File: src/rtl/clk_div_prog_if.sv
// Control/status bundle for clk_div_prog: run enable, shadow-load request and settings,
// plus the divided clock, tick strobe and the active (clamped) settings.
interface clk_div_prog_if #(
  parameter int CNT_W = 8
);
  logic             en;
  logic             load;
  logic [CNT_W-1:0] div_val;
  logic [CNT_W-1:0] high_val;
  logic             clk_out;
  logic             tick;
  logic             pending;
  logic [CNT_W-1:0] cur_div;
  logic [CNT_W-1:0] cur_high;

  modport master (
    output en, load, div_val, high_val,
    input  clk_out, tick, pending, cur_div, cur_high
  );

  modport slave (
    input  en, load, div_val, high_val,
    output clk_out, tick, pending, cur_div, cur_high
  );
endinterface

File: src/rtl/clk_div_prog.sv
// Programmable clock divider: registered clk_out/tick with glitch-free ratio changes.
// New settings sit in a shadow pair and are applied only at a period boundary or while disabled.
module clk_div_prog #(
  parameter int CNT_W    = 8,
  parameter int DEF_DIV  = 4,
  parameter int DEF_HIGH = 2
) (
  input  logic         clk,
  input  logic         reset,
  clk_div_prog_if.slave bus
);

  localparam logic [CNT_W-1:0] ONE      = CNT_W'(1);
  localparam logic [CNT_W-1:0] TWO      = CNT_W'(2);
  localparam logic [CNT_W-1:0] DEF_D    = CNT_W'(DEF_DIV);
  localparam logic [CNT_W-1:0] DEF_H    = CNT_W'(DEF_HIGH);

  logic [CNT_W-1:0] div_q,  div_d;
  logic [CNT_W-1:0] high_q, high_d;
  logic [CNT_W-1:0] sdiv_q, sdiv_d;
  logic [CNT_W-1:0] shigh_q, shigh_d;
  logic [CNT_W-1:0] cnt_q,  cnt_d;
  logic             pend_q, pend_d;
  logic             clk_out_q, clk_out_d;
  logic             tick_q, tick_d;

  logic [CNT_W-1:0] div_clamp;
  logic [CNT_W-1:0] high_floor;
  logic [CNT_W-1:0] high_clamp;
  logic             boundary;

  // Clamp at capture so the active pair always holds 2 <= D and 1 <= H <= D-1.
  always_comb begin
    div_clamp  = (bus.div_val < TWO) ? TWO : bus.div_val;
    high_floor = (bus.high_val == '0) ? ONE : bus.high_val;
    high_clamp = (high_floor > (div_clamp - ONE)) ? (div_clamp - ONE) : high_floor;
  end

  assign boundary = (cnt_q == (div_q - ONE));

  always_comb begin
    div_d     = div_q;
    high_d    = high_q;
    sdiv_d    = sdiv_q;
    shigh_d   = shigh_q;
    cnt_d     = cnt_q;
    pend_d    = pend_q;
    clk_out_d = clk_out_q;
    tick_d    = tick_q;

    if (bus.en) begin
      clk_out_d = (cnt_q < high_q);
      tick_d    = (cnt_q == '0);
      if (boundary) begin
        cnt_d = '0;
        if (pend_q) begin
          div_d  = sdiv_q;
          high_d = shigh_q;
          pend_d = 1'b0;
        end
      end else begin
        cnt_d = cnt_q + ONE;
      end
    end else begin
      cnt_d     = '0;
      clk_out_d = 1'b0;
      tick_d    = 1'b0;
      if (pend_q) begin
        div_d  = sdiv_q;
        high_d = shigh_q;
        pend_d = 1'b0;
      end
    end

    // A same-edge load lands in the shadow after the old shadow was consumed above.
    if (bus.load) begin
      sdiv_d  = div_clamp;
      shigh_d = high_clamp;
      pend_d  = 1'b1;
    end
  end

  always_ff @(posedge clk or posedge reset) begin
    if (reset) begin
      div_q     <= DEF_D;
      high_q    <= DEF_H;
      sdiv_q    <= DEF_D;
      shigh_q   <= DEF_H;
      cnt_q     <= '0;
      pend_q    <= 1'b0;
      clk_out_q <= 1'b0;
      tick_q    <= 1'b0;
    end else begin
      div_q     <= div_d;
      high_q    <= high_d;
      sdiv_q    <= sdiv_d;
      shigh_q   <= shigh_d;
      cnt_q     <= cnt_d;
      pend_q    <= pend_d;
      clk_out_q <= clk_out_d;
      tick_q    <= tick_d;
    end
  end

  assign bus.clk_out  = clk_out_q;
  assign bus.tick     = tick_q;
  assign bus.pending  = pend_q;
  assign bus.cur_div  = div_q;
  assign bus.cur_high = high_q;

endmodule
File: src/flat_wrapper.sv
// flat-port wrapper written by rule: the top's interface ports become plain ports
module clk_div_prog_flat 
#(
  parameter int CNT_W    = 8,
  parameter int DEF_DIV  = 4,
  parameter int DEF_HIGH = 2
)
  (clk, reset, bus_en, bus_load, bus_div_val, bus_high_val, bus_clk_out, bus_tick, bus_pending, bus_cur_div, bus_cur_high);
  clk_div_prog_if #(.CNT_W(CNT_W)) bus_i ();
  input  logic clk;
  input  logic reset;
  input wire logic [$bits(bus_i.en)-1:0] bus_en;
  input wire logic [$bits(bus_i.load)-1:0] bus_load;
  input wire logic [$bits(bus_i.div_val)-1:0] bus_div_val;
  input wire logic [$bits(bus_i.high_val)-1:0] bus_high_val;
  output wire logic [$bits(bus_i.clk_out)-1:0] bus_clk_out;
  output wire logic [$bits(bus_i.tick)-1:0] bus_tick;
  output wire logic [$bits(bus_i.pending)-1:0] bus_pending;
  output wire logic [$bits(bus_i.cur_div)-1:0] bus_cur_div;
  output wire logic [$bits(bus_i.cur_high)-1:0] bus_cur_high;
  assign bus_i.en = bus_en;
  assign bus_i.load = bus_load;
  assign bus_i.div_val = bus_div_val;
  assign bus_i.high_val = bus_high_val;
  assign bus_clk_out = bus_i.clk_out;
  assign bus_tick = bus_i.tick;
  assign bus_pending = bus_i.pending;
  assign bus_cur_div = bus_i.cur_div;
  assign bus_cur_high = bus_i.cur_high;
  clk_div_prog #(.CNT_W(CNT_W), .DEF_DIV(DEF_DIV), .DEF_HIGH(DEF_HIGH)) u_core (.clk(clk), .reset(reset), .bus(bus_i));
endmodule
File: config.mk
export PLATFORM = sky130hd
export DESIGN_NAME = clk_div_prog_flat
export DESIGN_NICKNAME = d
export VERILOG_FILES = /design/src/rtl/clk_div_prog_if.sv /design/src/rtl/clk_div_prog.sv /design/src/flat_wrapper.sv
export SDC_FILE = /design/constraint.sdc
export NUM_CORES = 1
export LEC_CHECK = 0
export ABC_AREA = 1
export BUFFER_PORTS_ARGS = -buffer_cell sky130_fd_sc_hd__buf_2
export CORE_MARGIN = 2
export CORE_UTILIZATION = 25
export CTS_CLUSTER_SIZE = 30
export DETAILED_ROUTE_END_ITERATION = 10
export PLACE_DENSITY = 0.52
export SKIP_CTS_REPAIR_TIMING = 1
export SLEW_MARGIN = 20
export SYNTH_ARGS = -nofsm -noshare
export SYNTH_HDL_FRONTEND = slang
export SYNTH_SLANG_ARGS = --single-unit
File: constraint.sdc
create_clock -name clk -period 2.2 [get_ports clk]
set_clock_uncertainty 0.1 [all_clocks]
set_input_delay 0.11 -clock clk [delete_from_list [all_inputs] [get_ports clk]]
set_output_delay 0.11 -clock clk [all_outputs]
set_load 0.01 [all_outputs]
Word-level counts from Yosys, hierarchy flattened
Index checks and enable logic that the tools add are counted.
- output and inout port bits: 19
- input port bits: 20
- logic and storage cells: 35
- register bits: 43
- eq/ne operators: 3
- order comparisons: 3
- $add $sub $neg: 3
- reduce and logical (&&, ||, !) cells: 2
- multiplexer cells: 16
- operators with widths (cell ; count):
    $mux 8 ; 11
    $logic_not 8->1 ; 2
    $sub 8x1->8 const B ; 2
    $add 8x1->8 const B ; 1
    $eq 8x8->1 ; 1
    $gt 8x8->1 ; 1
    $lt 8x2->1 const B ; 1
    $lt 8x8->1 ; 1
    $mux 1 ; 5
    $ne 3x1->1 const B ; 1
    $ne 2x1->1 const B ; 1

Logic depth before layout (Yosys ltp)
Gate-level depths: netlist (run 1).
- depth in word-level cells: 5
- gate-level depth with buffers: 20
- mapped depth without buffers: 19

Least setup slack after synthesis (run 1)
No wires, ideal clock.
- path type: input port to flip-flop
- start point: in bus_div_val[4]
- end point: reg u_core.shigh_q[7]
- arrival: 1.867 ns
- path slack: 0.110 ns
- cell stages on the path: 19
- buffers on the path: 1
- library setup time: 0.123 ns
- required time: 1.977 ns
- cell sequence: nor2_1 -> nand2_1 -> nor2_1 -> inv_1 -> nand2_1 -> o21ai_0 -> nand2_1 -> inv_1 -> ha_1 -> nand2_1 -> o21ai_0 -> nand2_1 -> nand2_1 -> nand2_1 -> inv_1 -> clkbuf_1 -> a21oi_1 -> o21ai_0 -> nand2_1
- cells in the longest elaborated chain, start to end: 5
- ends and longest elaborated chain (element ; line ; RTL):
    start: declaration ; flat_wrapper.sv:14 ; input wire logic [$bits(bus_i.div_val)-1:0] bus_div_val;
    $lt 8x2->1 ; clk_div_prog.sv:34 ; div_clamp = (bus.div_val < TWO) ? TWO : bus.div_val;
    $mux 8 (*) ; clk_div_prog.sv:34 ;
    $sub 8x1->8 (*) ; clk_div_prog.sv:36 ; high_clamp = (high_floor > (div_clamp - ONE)) ? (div_clamp - ONE) : high_floor;
    $gt 8x8->1 ; clk_div_prog.sv:36 ;
    $mux 8 (*) ; clk_div_prog.sv:36 ;
    end signal: assignment ; clk_div_prog.sv:97 ; shigh_q <= shigh_d;
    end: declaration ; clk_div_prog.sv:21 ; logic [CNT_W-1:0] shigh_q, shigh_d;
Every way passes the cells marked *; elsewhere a longest branch is shown, timed or not.
A chain may end at the register's enable or synchronous reset.

Worst setup path in the final report (run 1)
- start point: reg u_core.div_q[2], in the netlist u_core.bus.cur_div[2]
- end point: reg u_core.div_q[7], in the netlist u_core.bus.cur_div[7]
- cells in the longest elaborated chain, start to end: 3
- ends and longest elaborated chain (element ; line ; RTL):
    start: declaration ; clk_div_prog.sv:18 ; logic [CNT_W-1:0] div_q, div_d;
    start signal: assignment ; clk_div_prog.sv:94 ; div_q <= div_d;
    $sub 8x1->8 ; clk_div_prog.sv:39 ; assign boundary = (cnt_q == (div_q - ONE));
    $eq 8x8->1 ; clk_div_prog.sv:39 ;
    $ne 2x1->1 (no line) ; -- ;
No other way between the ends.

==> impl_metrics.yaml, run 1 <==
outcome:
  status: "finished clean"
finish:
  layoutNonFillerInstCount: 552
  layout_common_cells: "nand2_1 (116), dfrtp_1 (39), buf_2 (38)"
  antenna_cells: 0
  drive_gt1_share_pct: 22.4
  final_common_cell: "nand2_1"
  syn_to_final_growth_pct: 23.5
  fin_nets: 453
  fillCellCount: 1159
clocking:
  cts_sinks: 43
  cts_buffers: 5
  cts_tree: "yes"
  clock_latency_ns: 0.30
  clkTransAtPathRegs_ns: 0.08
  cts_buffer_depth: 2
  cts.htree.levels: 2
  root_buffer: "clkbuf_8"
critical_path:
  cp_data_arrival_time_ns: 2.11
  crit_fanout: 8
  slowest_delay_ns: 0.58
  timing.critical_path.buf_inv: 3
  worstSetupStartpointType: "flip-flop"
  required_ns: 2.33
  path_cells: "inv_2 > nand2_1 > nor2_2 > buf_4 > nand2_1 > nand3_1 > nor2_1 > nand2_1 > nor2_2 > nand2_2 > nand2_4 > buf_4 > nand3_1 > nand2_1"
  slowest_stage: "dfstp_2"
  endpoint_kind: "flip-flop"
  critical-path-top-delay-family: "simple AND/OR/NAND/NOR gates"
  critical_path_class: "reg2reg"
  crit_top_cell: "nand2_1"
floorplanning:
  fp-row-count: 37
  die_area_sq_mm: 0.0114
  core-area_sq_mm: 0.0103
  chipHeight_microns: 107
  start_util_pct: 25.7
  die_w_microns: 107
  ioPinCount: 39
pwr:
  ir_drop_mv: 0.280
  leakagePower_nw: 1.72
  total_power_mw: 2.24
  power.density_mw_per_mm2: 688
timing:
  worst_pin_slew_ns: 0.570
  maxSlewViolCount: 0
  hold_viol_final: 0
  fin_crit_ns: 1.97
  timing.fmax_mhz: 507
  rsz0062_at_grt: "no"
  relSlewSlack_pct: 62.0
  fin_crit_sh_pct: 89.7
  setup_viol: 0
logic_synthesis:
  seq_area_frac_synth_pct: 41.0
  synth_async_sr_flop_share_pct: 100
  synth-seq-cells: 43
  synth_fp_nets: 396
  synth_ff_type: "dfrtp_1"
  syn_area_sq_mm: 0.00264
  synthCells: 358
  synth_area_leaders: "dfrtp_1 (37%), nand2_1 (17%), ha_1 (8.5%)"
  syn_area_per_cell_sq_um: 7.36
  yosysTopAreaCell: "dfrtp_1"
  ys_warn_count: 0
  synth-edff-count: 0
  yosysTopAreaCellShare_pct: 37.0
  ys_types: 29
global_routing:
  grt_antenna_before_repair: 0
  gr-total-overflow: 0
  track_usage_pct: 11.8
  grt_pass1_wl_microns: 10800
  first_global_vias: 2281
  grt_max_degree: 44
detailed_routing:
  avgRoutedWirePerCell_microns: 11.2
  num_vias: 2357
  vias_per_cell: 4.27
  first_iter_violations: 90
  drt-pass1-iter-count: 4
  route.antenna.remaining_nets: 0
  drcViolationCount: 0
  routed_wl_microns: 6200
placed_design:
  place_congestion: 0.878
  place_inst: 540
  port_buffers: 38
  dp_hpwl_microns: 4960
min_path:
  hold_class: "in2reg"
flow_run:
  cap_violations: 0
[worst reg2reg max path: stages (launching register included)]
cell and delay, ns:
dfstp_2 0.58, inv_2 0.05, nand2_1 0.08, nor2_2 0.06, buf_4 0.13, nand2_1 0.05
nand3_1 0.07, nor2_1 0.10, nand2_1 0.07, nor2_2 0.09, nand2_2 0.10, nand2_4 0.11
buf_4 0.15, nand3_1 0.08, nand2_1 0.09
[report_power, final]
| part | internal, mW | leakage [nW] | total [mW] | switching, mW |
|---|---|---|---|---|
| clock | 0.256 | 0.0474 | 0.537 | 0.281 |
| combinational | 0.298 | 1.14 | 0.692 | 0.394 |
| sequential | 0.906 | 0.530 | 1.01 | 0.106 |
[metal layers]
metal | routed length (microns) | track usage, % | vias up
met5 | 0 | 0 | -
met2 | 2910 | 19.6 | 41
li1 | - | - | 1248
met1 | 3000 | 15.7 | 1062
met4 | 76 | 3.62 | 0
met3 | 220 | 2.25 | 6
[final cells by class]
class	count	area [sq um]	area share, %
clock buffers	6	82.6	2.54
clock inverters	2	16.3	0.499
inverters	41	154	4.73
multi-input cells	258	1340	41.1
flip-flops and latches	43	1080	33.2
well taps	136	170	5.22
repair buffers	66	415	12.8
[state kept, by name (all words and copies together) (netlist names)]
| signal | flops |
|---|---|
| u_core.bus.clk_out | 1 |
| u_core.bus.pending | 1 |
| u_core.bus.tick | 1 |
| u_core.cnt_q | 8 |
| u_core.sdiv_q | 8 |
| u_core.bus.cur_high | 8 |
| u_core.bus.cur_div | 8 |
| u_core.shigh_q | 8 |
[per-stage QoR]
step,TNS (ns),cell area [sq um],util (%),setup slack (ns),hold WS [ns]
floorplan,0,2640,-,0.110,0.127
global placement,-0.841,3110,30.2,-0.147,0.185
detailed placement,-1.14,3110,30.2,-0.177,0.179
CTS,0,3210,31.2,0.140,-0.146
global route,0,3260,31.7,0.0117,0.00191
finish,0,3260,31.7,0.227,0.00187
[path summary, 6_finish.rpt]
| check | start | endpoint | slack [ns] | cells after the start |
|---|---|---|---|---|
| worst min register to register | u_core.bus.cur_high[1]$_DFFE_PP1P_ | u_core.bus.cur_high[1]$_DFFE_PP1P_ | 0.37 | 2 |
| worst max-delay path | u_core.bus.cur_div[2]$_DFFE_PP1P_ | u_core.bus.cur_div[7]$_DFFE_PP0P_ | 0.23 | 14 |
| max in group asynchronous | reset | u_core.bus.cur_div[2]$_DFFE_PP1P_ | 1.23 | 4 |
| worst min-delay path | bus_high_val[5] | u_core.shigh_q[5]$_DFFE_PP0P_ | 0.002 | 3 |
| min in group asynchronous | reset | u_core.bus.cur_high[5]$_DFFE_PP0P_ | 0.39 | 4 |
| worst max register to register | u_core.bus.cur_div[2]$_DFFE_PP1P_ | u_core.bus.cur_div[7]$_DFFE_PP0P_ | 0.23 | 14 |
[synthesized netlist by cell type, types with 3 or more instances]
cell / n
a21oi_1: 15
a31oi_1: 3
clkbuf_1: 11
dfrtp_1: 39
dfstp_2: 4
ha_1: 18
inv_1: 38
inv_2: 3
nand2_1: 116
nand3_1: 28
nand4_1: 4
nor2_1: 29
nor2_2: 4
nor3_1: 4
o21ai_0: 17
xor2_1: 7
[cell families after synthesis]
| kind of cell | count (synthesis) | synth area share, % |
|---|---|---|
| flops | 43 | 41.0 |
| xor+xnor | 8 | 2.66 |
| buf+inv | 57 | 8.92 |
| compound gates | 39 | 7.93 |
| simple gates | 193 | 30.9 |
| fa+ha+maj | 18 | 8.54 |
No activity file was read; power rests on OpenSTA's default activity.
==> inputs of run 2 (changes only) <==
--- a/config.mk
+++ b/config.mk
@@ -12,6 +12,7 @@
 export CTS_CLUSTER_SIZE = 30
 export DETAILED_ROUTE_END_ITERATION = 10
 export PLACE_DENSITY = 0.52
+export REMOVE_ABC_BUFFERS = 1
 export SKIP_CTS_REPAIR_TIMING = 1
 export SLEW_MARGIN = 20
 export SYNTH_ARGS = -nofsm -noshare
==> impl_metrics.yaml, run 2 (synthesis gave the netlist of run 1 again) <==
outcome:
  status: "finished with violations"
  violations: "hold timing"
finish:
  multi_input_area_sq_mm: 0.00135
  finish.instance_area_sq_mm: 0.00327
  fin_nets: 448
  final_common_cell: "nand2_1"
  antenna_cells: 0
  register_area_sq_mm: 0.00108
  postLayoutCoreUtil_pct: 31.8
  syn_to_final_growth_pct: 24.1
  layout_common_cells: "nand2_1 (116), dfrtp_1 (39), buf_2 (38)"
  drive_gt1_share_pct: 21.7
  fillCellCount: 1143
global_routing:
  grt_antenna_before_repair: 0
  gr-total-overflow: 0
  grt_pass1_wl_microns: 10800
  first_global_vias: 2315
  track_usage_pct: 11.7
  grt_max_degree: 44
floorplanning:
  die_area_sq_mm: 0.0114
  ioPinCount: 39
  start_util_pct: 25.7
  die_w_microns: 107
  core-area_sq_mm: 0.0103
  chipHeight_microns: 107
  fp-row-count: 37
timing:
  timing.hold.ws_ns: -0.0186
  relSlewSlack_pct: 63.2
  timing.fmax_mhz: 499
  fin_crit_sh_pct: 91.0
  setup_slack_ns: 0.197
  worst_pin_slew_ns: 0.552
  maxSlewViolCount: 0
  fin_crit_ns: 2.00
  setup_viol: 0
  hold_viol_final: 5
min_path:
  hp-start: "bus_high_val[5]"
  holdPathStages: 3
  hold_path_end: "u_core.shigh_q[5]$_DFFE_PP0P_"
  hold_class: "in2reg"
flow_run:
  cap_violations: 0
detailed_routing:
  drt-pass1-iter-count: 5
  avgRoutedWirePerCell_microns: 11.7
  route.antenna.remaining_nets: 0
  first_iter_violations: 118
  vias_per_cell: 4.30
  drcViolationCount: 0
  highest_layer: "met4"
  dr_wl_met3_microns: 158
  routed_wl_microns: 6370
  wl_met1_microns: 2990
  num_vias: 2351
  wl_met2_microns: 3150
pwr:
  power.density_mw_per_mm2: 714
  power.internal_mw: 1.57
  seq_power_share_pct: 43.4
  leakagePower_nw: 1.72
  comb_power_share_pct: 29.6
  ir_drop_mv: 0.315
  switching_share_pct: 33.0
  clockPowerShare_pct: 27.0
  p_switching_mw: 0.770
clocking:
  cts_buffer_depth: 2
  clkTransAtPathRegs_ns: 0.08
  root_buffer: "clkbuf_8"
  clock_latency_ns: 0.30
  cts.htree.levels: 2
  cts_tree: "yes"
  cts_sinks: 43
  cts_buffers: 5
critical_path:
  r2r_slack_ns: 0.20
  reg2reg_to: "u_core.bus.cur_high[6]$_DFFE_PP0P_"
  required_ns: 2.33
  critical_path_class: "reg2reg"
  r2r_cells: 15
  crit_fanout: 8
  worstSetupStartpointType: "flip-flop"
  endpoint_kind: "flip-flop"
  reg2reg_from: "u_core.bus.cur_div[1]$_DFFE_PP0P_"
  cp_data_arrival_time_ns: 2.14
placed_design:
  port_buffers: 38
  placed_area_sq_mm: 0.00308
  dp_hpwl_microns: 5010
  pre_cts_ws_ns: -0.286
  place_congestion: 0.850
[run 2: worst max-delay path by stage]
stage,to,slack [ns],from,depth (start not counted)
global placement,u_core.shigh_q[7]$_DFFE_PP0P_,-0.22,bus_div_val[2],14
detailed placement,u_core.shigh_q[7]$_DFFE_PP0P_,-0.29,bus_div_val[2],14
floorplan,u_core.bus.cur_div[3]$_DFFE_PP0P_,0.19,u_core.bus.cur_div[0]$_DFFE_PP0P_,13
global route,u_core.shigh_q[4]$_DFFE_PP0P_,-0.008,bus_div_val[4],17
finish,u_core.bus.cur_high[6]$_DFFE_PP0P_,0.20,u_core.bus.cur_div[1]$_DFFE_PP0P_,15
CTS,u_core.shigh_q[7]$_DFFE_PP0P_,0.03,bus_div_val[2],14
[run 2: worst max-delay path: stages, from the launching register on]
cell and delay, ns:
dfrtp_1 0.40, inv_2 0.07, ha_4 0.27, inv_1 0.03, nand2_1 0.05, nand2_1 0.04
nor2_1 0.08, nand3_1 0.07, nor2_1 0.11, nand2_1 0.07, nor2_2 0.09, nand2_2 0.10
nand2_4 0.15, buf_6 0.14, nand3_1 0.08, nand2_1 0.08
[run 2: layout make-up]
type	count	share of cell area, %
multi-input combinational	258	41.2
clock buffer	6	2.52
timing repair buffer	61	12.2
sequential	43	33.1
clock inverter	2	1.07
inverter	41	4.78
tap	136	5.20
[run 2: through the flow]
step / setup TNS, ns / cells / power, mW
after detailed placement: -1.81 / 536 / 1.69
after floorplan: 0 / 342 / 1.43
final: 0 / 547 / 2.33
after global routing: -0.0155 / 547 / 2.52
after global placement: -1.35 / 536 / 1.67
after CTS: 0 / 544 / 2.34
[run 2: routing by layer]
layer / vias to the layer above / GRT usage (%)
met5: - / 0
met4: 0 / 3.80
met3: 7 / 2.25
met2: 33 / 19.3
met1: 1073 / 15.4
li1: 1238 / -
[run 2: power by group through the flow]
stage	combinational (mW)	clock [mW]	sequential, mW
after floorplan	0.391	0	1.04
after global placement	0.646	0	1.02
after detailed placement	0.662	0	1.03
after CTS	0.666	0.655	1.01
after global routing	0.801	0.683	1.03
final	0.692	0.630	1.01
